**src/rtl/max_pool2d.sv**
```systemverilog
// Streaming 2x2 stride-2 max pooling over a raster FP32 feature map.
// Odd trailing rows/columns are consumed but never pooled (floor pooling).
module max_pool2d #(
  parameter int DATA_WIDTH = 32,
  parameter int WIDTH      = 5,
  parameter int RELU_EN    = 0
) (
  input  logic                  clk,
  input  logic                  rst,
  input  logic                  valid_in,
  input  logic [DATA_WIDTH-1:0] data_in,
  output logic                  valid_out,
  output logic [DATA_WIDTH-1:0] data_out,
  output logic                  frame_done
);

  localparam int P  = WIDTH / 2;
  localparam int IW = (P > 1) ? $clog2(P) : 1;
  localparam logic [7:0] LAST = 8'(WIDTH - 1);
  localparam logic [7:0] SPAN = 8'(2 * P);
  localparam logic [6:0] LASTWIN = 7'(P - 1);

  logic [7:0]            r_col;
  logic [7:0]            r_row;
  logic [DATA_WIDTH-1:0] r_hold;
  logic [DATA_WIDTH-1:0] r_buf [P];
  logic                  r_validOut;
  logic [DATA_WIDTH-1:0] r_dataOut;
  logic                  r_frameDone;

  logic [IW-1:0]         w_idx;
  logic                  w_inPool;
  logic                  w_emit;
  logic                  w_lastWin;
  logic [DATA_WIDTH-1:0] w_hmax;
  logic [DATA_WIDTH-1:0] w_result;
  logic [DATA_WIDTH-1:0] w_relu;

  // Raw-bit FP32 max: positive beats negative, +0 beats -0, ties keep a.
  function automatic logic [DATA_WIDTH-1:0] fMax(
    input logic [DATA_WIDTH-1:0] a,
    input logic [DATA_WIDTH-1:0] b
  );
    logic [DATA_WIDTH-1:0] res;
    if (a == b) begin
      res = a;
    end else if (a[DATA_WIDTH-1] != b[DATA_WIDTH-1]) begin
      res = a[DATA_WIDTH-1] ? b : a;
    end else if (!a[DATA_WIDTH-1]) begin
      res = (a[DATA_WIDTH-2:0] >= b[DATA_WIDTH-2:0]) ? a : b;
    end else begin
      res = (a[DATA_WIDTH-2:0] <= b[DATA_WIDTH-2:0]) ? a : b;
    end
    return res;
  endfunction

  assign w_idx     = r_col[IW:1];
  assign w_inPool  = (r_col < SPAN) && (r_row < SPAN);
  assign w_emit    = valid_in && w_inPool && r_col[0] && r_row[0];
  assign w_lastWin = (r_col[7:1] == LASTWIN) && (r_row[7:1] == LASTWIN);
  assign w_hmax    = fMax(r_hold, data_in);
  assign w_result  = fMax(r_buf[w_idx], w_hmax);
  assign w_relu    = ((RELU_EN != 0) && w_result[DATA_WIDTH-1]) ? '0 : w_result;

  // Raster position of the pixel currently on data_in; frozen during gaps.
  always_ff @(posedge clk or negedge rst) begin
    if (!rst) begin
      r_col <= '0;
      r_row <= '0;
    end else if (valid_in) begin
      if (r_col == LAST) begin
        r_col <= '0;
        r_row <= (r_row == LAST) ? 8'd0 : r_row + 8'd1;
      end else begin
        r_col <= r_col + 8'd1;
      end
    end
  end

  // Horizontal pair hold and the top-row partial maxima for each window.
  always_ff @(posedge clk or negedge rst) begin
    if (!rst) begin
      r_hold <= '0;
      for (int i = 0; i < P; i++) begin
        r_buf[i] <= '0;
      end
    end else if (valid_in && w_inPool) begin
      if (!r_col[0]) begin
        r_hold <= data_in;
      end else if (!r_row[0]) begin
        r_buf[w_idx] <= w_hmax;
      end
    end
  end

  // Register the finished window one cycle after its bottom-right pixel.
  always_ff @(posedge clk or negedge rst) begin
    if (!rst) begin
      r_validOut  <= 1'b0;
      r_dataOut   <= '0;
      r_frameDone <= 1'b0;
    end else begin
      r_validOut  <= w_emit;
      r_frameDone <= w_emit && w_lastWin;
      if (w_emit) begin
        r_dataOut <= w_relu;
      end
    end
  end

  assign valid_out  = r_validOut;
  assign data_out   = r_dataOut;
  assign frame_done = r_frameDone;

endmodule

```
**config.mk**
```make
export PLATFORM = sky130hd
export DESIGN_NAME = max_pool2d
export DESIGN_NICKNAME = d
export VERILOG_FILES = /design/src/rtl/max_pool2d.sv
export SDC_FILE = /design/constraint.sdc
export NUM_CORES = 1
export LEC_CHECK = 0
export ABC_AREA = 0
export CAP_MARGIN = 10
export CORE_MARGIN = 5
export CORE_UTILIZATION = 50
export CTS_CLUSTER_SIZE = 28
export DETAILED_ROUTE_END_ITERATION = 12
export PLACE_DENSITY = 0.7
export SLEW_MARGIN = 5
export SYNTH_ARGS = -nofsm -noshare
export SYNTH_HDL_FRONTEND = slang
export SYNTH_SLANG_ARGS = --single-unit
```
**constraint.sdc**
```tcl
create_clock -name clk -period 5.39 [get_ports clk]
set_input_delay 1.3475 -clock clk [delete_from_list [all_inputs] [get_ports clk]]
set_output_delay 1.3475 -clock clk [all_outputs]
set_load 0.02 [all_outputs]
```
# Word-level counts from Yosys, hierarchy flattened
# Cells that the tools add are included.
# totals
reg_bits	146
input_bits	35
output_inout_bits	34
# classes
addsub	2
magnitude_cmp	8
n_eq_ne	8
muxes	20
n_bitwise	3
reduce_logical	10
# op_table
op	n
$mux 32	16
$bwmux 64	1
$eq 32x32->1	2
$ge 31x31->1	2
$le 31x31->1	2
$demux 32 s1	1
$add 8x1->8 const B	2
$eq 8x3->1 const B	2
$lt 8x3->1 const B	2
$mux 8	2
$eq 7x1->1 const B	2
$logic_and 1x1->1	7
$reduce_and 2->1	2
$reduce_and 3->1	1
$ge 2x2->1 const B	1
$lt 2x1->1 const B	1
$ne 1x1->1	2
$not 1->1	2
$not 1->2	1

# Longest topological paths before layout
# depth
depth_word	10
ltp_mapped	22
ltp_nobuf	19

# Worst setup path after synthesis
# OpenSTA, ideal clock, no wires.
# synth_timing
path_kind	input-to-reg
start	input data_in[9]
end	register r_dataOut[19] (netlist: data_out[19])
setup_time_ps	87
arrival_ps	5452
required_time_ps	5303
path_slack_ps	-148
path_stages	21
n_path_buf	3
path_cell_list	inv_1 -> ha_1 -> a41oi_1 -> o21ai_0 -> a221oi_1 -> a21o_1 -> and4_1 -> o22a_1 -> buf_2 -> mux2i_1 -> ha_1 -> a211oi_1 -> o21ai_0 -> a211oi_1 -> a311oi_1 -> or3_1 -> and3_1 -> clkbuf_1 -> nand2b_1 -> buf_2 -> o211ai_1
# synth_via
elab_chain_cells	10
# synth_lines
element	line	rtl
start: declaration	11	input logic [DATA_WIDTH-1:0] data_in,
$ge 31x31->1 / $le 31x31->1 (equally long branches)	50, 52	
$mux 32 (on tied branches)	50, 52	
$mux 32	49	end else if (!a[DATA_WIDTH-1]) begin
$mux 32	47	end else if (a[DATA_WIDTH-1] != b[DATA_WIDTH-1]) begin
$mux 32 (*)	45	if (a == b) begin
$ge 31x31->1 / $le 31x31->1 (equally long branches)	50, 52	
$mux 32 (on tied branches)	50, 52	
$mux 32	49	
$mux 32	47	
$mux 32 (*)	45	
end signal: assignment	106	r_dataOut <= w_relu;
end: declaration	28	logic [DATA_WIDTH-1:0] r_dataOut;
# Every way passes the cells marked *; elsewhere a longest branch is shown, timed or not.
# A chain may end at the register's enable or synchronous reset.

# Worst setup path in the final report
# layout_timing
start	input data_in[0]
end	register r_dataOut[4] (netlist: data_out[4])
# The elaborated chain is that of the path after synthesis.

==> results_dict.tcl <==
set metrics [dict create \
    ctsRootBufferMaster "clkbuf_16" \
    status "complete, but fails checks" \
    cp_max_fo 7 \
    endpoint_kind "register" \
    clk_latency_ns 0.44 \
    boundaryPins 69 \
    final.period_utilization_pct 101 \
    clock_skew_ns 0.0165 \
    syn_inst 1071 \
    synth_cell_type_count 53 \
    place_ws_ns -1.21 \
    crit-reg2reg-launch "r_hold[30]" \
    power_density_nw_per_um2 245 \
    vias 9524 \
    report.final.slew_viol_count 0 \
    cts_made_buffers 17 \
    final_cell_count_no_fill 1511 \
    grt_pass1_vias 9395 \
    holdPathEnd "r_row[7]" \
    synth_largest_area_cell "dfrtp_1" \
    fmax_mhz 184 \
    setup_ws_ns -0.0390 \
    grt_max_degree 77 \
    drcViolationCount 0 \
    antenna_cells 0 \
    max-vdd-ir-drop_uv 241 \
    ant_nets 0 \
    viasPerCell 6.30 \
    design_area_um2 13100 \
    fin_crit_ns 5.43 \
    core_area_um2 18600 \
    clock_sinks 146 \
    finalPower_mw 3.21 \
    overflow 0 \
    postSynthAreaPerCell_um2 8.75 \
    fin_hold_ws_ns 0.477 \
    crit_type "primary input to register" \
    violations "negative setup slack" \
    synthArstFlopShare_pct 100 \
    min_from "r_row[7]" \
    crit_required_ns 5.73 \
    tns_ns -0.127 \
    fp.dieW_um 147 \
    synth_ff_type "dfrtp_1" \
    maxSlewHeadroom_pct 44.7 \
    hold_path_depth 1 \
    dp_cells 1438 \
    dp_hpwl_um 18400 \
    design.die.area_um2 21600 \
    final_core_util_pct 70.5 \
    initial_core_util_pct 50.4 \
    ys_seq_area_share_pct 39.0 \
    use_met2_pct 44.6 \
    drive_above_1_share_pct 33.1 \
    cts_tree "yes" \
    finalSetupViolCount 8 \
    dr.pass1.iters 5 \
    routed_wl_um 31400 \
    fillCellCount 1332 \
    r2r_cells 21 \
    syn_nets 1173 \
    area_growth_pct 39.7 \
    use_met1_pct 36.2 \
    critPathArrivalTime_ns 5.77 \
    regToRegEndpoint "data_out[4]" \
    rows 50 \
    p_leak_nw 5.74 \
    die_h_um 147 \
    grt_usage_pct 27.4 \
    met3_usage_pct 5.64 \
    rrSetupSlack_ns 0.48 \
    routedWlPerCell_um 20.8 \
    place_area_um2 11200 \
    rsz0062_at_grt "yes" \
    cap_violations 0 \
    fin_nets 1366 \
    hold_viol_final 0 \
    worst_pin_slew_ns 0.829 \
    synth.top_cell.area_share_pct 39.0 \
    cts-htree-levels 4 \
    synth_seq_cells 146 \
    clkTransAtPathRegs_ns 0.07 \
    grt-busiest-layer "met2" \
    hp-class "register to register" \
    cts_hold_repair.buffers 0 \
    port_buffers 68 \
    synth_edf_count 0 \
    netlist_area_um2 9370 \
    synth.area.top_cells "dfrtp_1 39%, ha_1 8.9%, nor2_1 4.9%, a21oi_1 4.4%, mux2_2 4.0%" \
    yosys_warnings 0 \
    globalplace.congestion 0.900 \
    cts_buffer_depth 2 \
    antenna_found_initial 0 \
    startpoint_type "primary input" \
    detail_route.iter0.violations 937 \
    grt_pass1_wl_um 48300 \
]
## how the worst max path moves through the flow
stage                start      endpoint  slack, ns  cells after the start
3_5_place_dp    data_in[9]  data_out[29]      -1.21                     22
5_1_grt        data_in[29]   data_out[9]      -0.21                     22
2_1_floorplan  data_in[29]  data_out[16]       0.01                     22
4_1_cts        data_in[16]   data_out[9]      0.003                     22
6_report        data_in[0]   data_out[4]      -0.04                     21
3_3_place_gp    data_in[9]   data_out[1]      -1.18                     22
## sequential cells by signal (all words and copies together) (netlist names)
name / flops
data_out: 32
frame_done: 1
r_buf: 64
r_hold: 32
r_row: 8
valid_out: 1
r_col: 8
## cell families (layout without fill, tap and decap cells)
logic type | Yosys count | count (layout) | synth area share, %
and+or+nand+nor | 376 | 376 | 19.2
xor gates and xnor gates | 9 | 9 | 0.841
DFF | 146 | 146 | 39.0
AOI/OAI and AO/OA | 284 | 284 | 20.3
buffers and inverters | 140 | 346 | 6.06
adders and majority gates | 67 | 67 | 8.94
muxes | 49 | 49 | 5.67
## what timing repair did
item                                    in CTS  in global routing
pin swaps                                   52                 57
setup buffers                               22                 14
resized for setup                          170                118
endpoints found under the setup margin      32                 32
gates cloned                                 4                  4
## cells in the final DEF (no fill, tap or decap), types with 33 or more instances in the layout
master,instances
buf_4,161
dfrtp_1,146
nor2_1,115
nand2_1,86
a21oi_1,76
nand3_1,56
ha_4,42
o21ai_1,37
inv_1,37
clkdlybuf4s50_1,37
nand4_1,34
mux2_2,33
## critical path, stage by stage
cell             delay [ns]
clkdlybuf4s50_1        0.47
ha_1                   0.22
nand3b_1               0.17
a21oi_2                0.16
o31ai_2                0.10
a21o_1                 0.20
buf_4                  0.14
and3_4                 0.20
buf_12                 0.14
a211o_1                0.29
and2_1                 0.23
ha_4                   0.29
nand2_1                0.08
nor3_2                 0.25
o221ai_2               0.16
a311oi_2               0.34
o211ai_1               0.16
and3_4                 0.17
nand2b_4               0.22
buf_12                 0.21
o211ai_1               0.20
## Yosys cell counts (all sizes together), types with 2 or more instances
master   count
dfrtp      146
nor2       122
nand2       89
a21oi       82
ha          67
inv         60
nand3       59
o21ai       52
clkbuf      41
buf         39
nand4       34
mux2        33
o211ai      32
a211oi      26
and2        23
or3         21
o221ai      20
a211o       19
o2111ai     19
o32ai       19
mux2i       16
xnor2        7
nor4         6
nand2b       4
nor3         4
and3         3
and4         3
o21a         3
a21o         2
a221oi       2
or2          2
xor2         2
## layout make-up
cell class	count	area, um^2	share of cell area, %
inverters	60	235	1.80
flip-flops and latches	146	3650	27.9
well taps	234	293	2.24
multi-input cells	785	6080	46.4
clock buffers	18	439	3.35
clock inverters	14	143	1.09
repair buffers	254	2250	17.2
## routing by layer
layer,share of wire [%],up-vias
met4,2.6,0
met3,7.9,89
li1,-,4326
met5,0,-
met1,40,4595
met2,49,514
## report_power, final
group | leakage, nW | internal (mW) | switching (mW)
Sequential | 1.98 | 1.13 | 0.0686
Combinational | 3.49 | 0.393 | 0.406
Clock | 0.276 | 0.663 | 0.553
Total | 5.74 | 2.18 | 1.03
No activity file was read; power rests on OpenSTA's default activity.
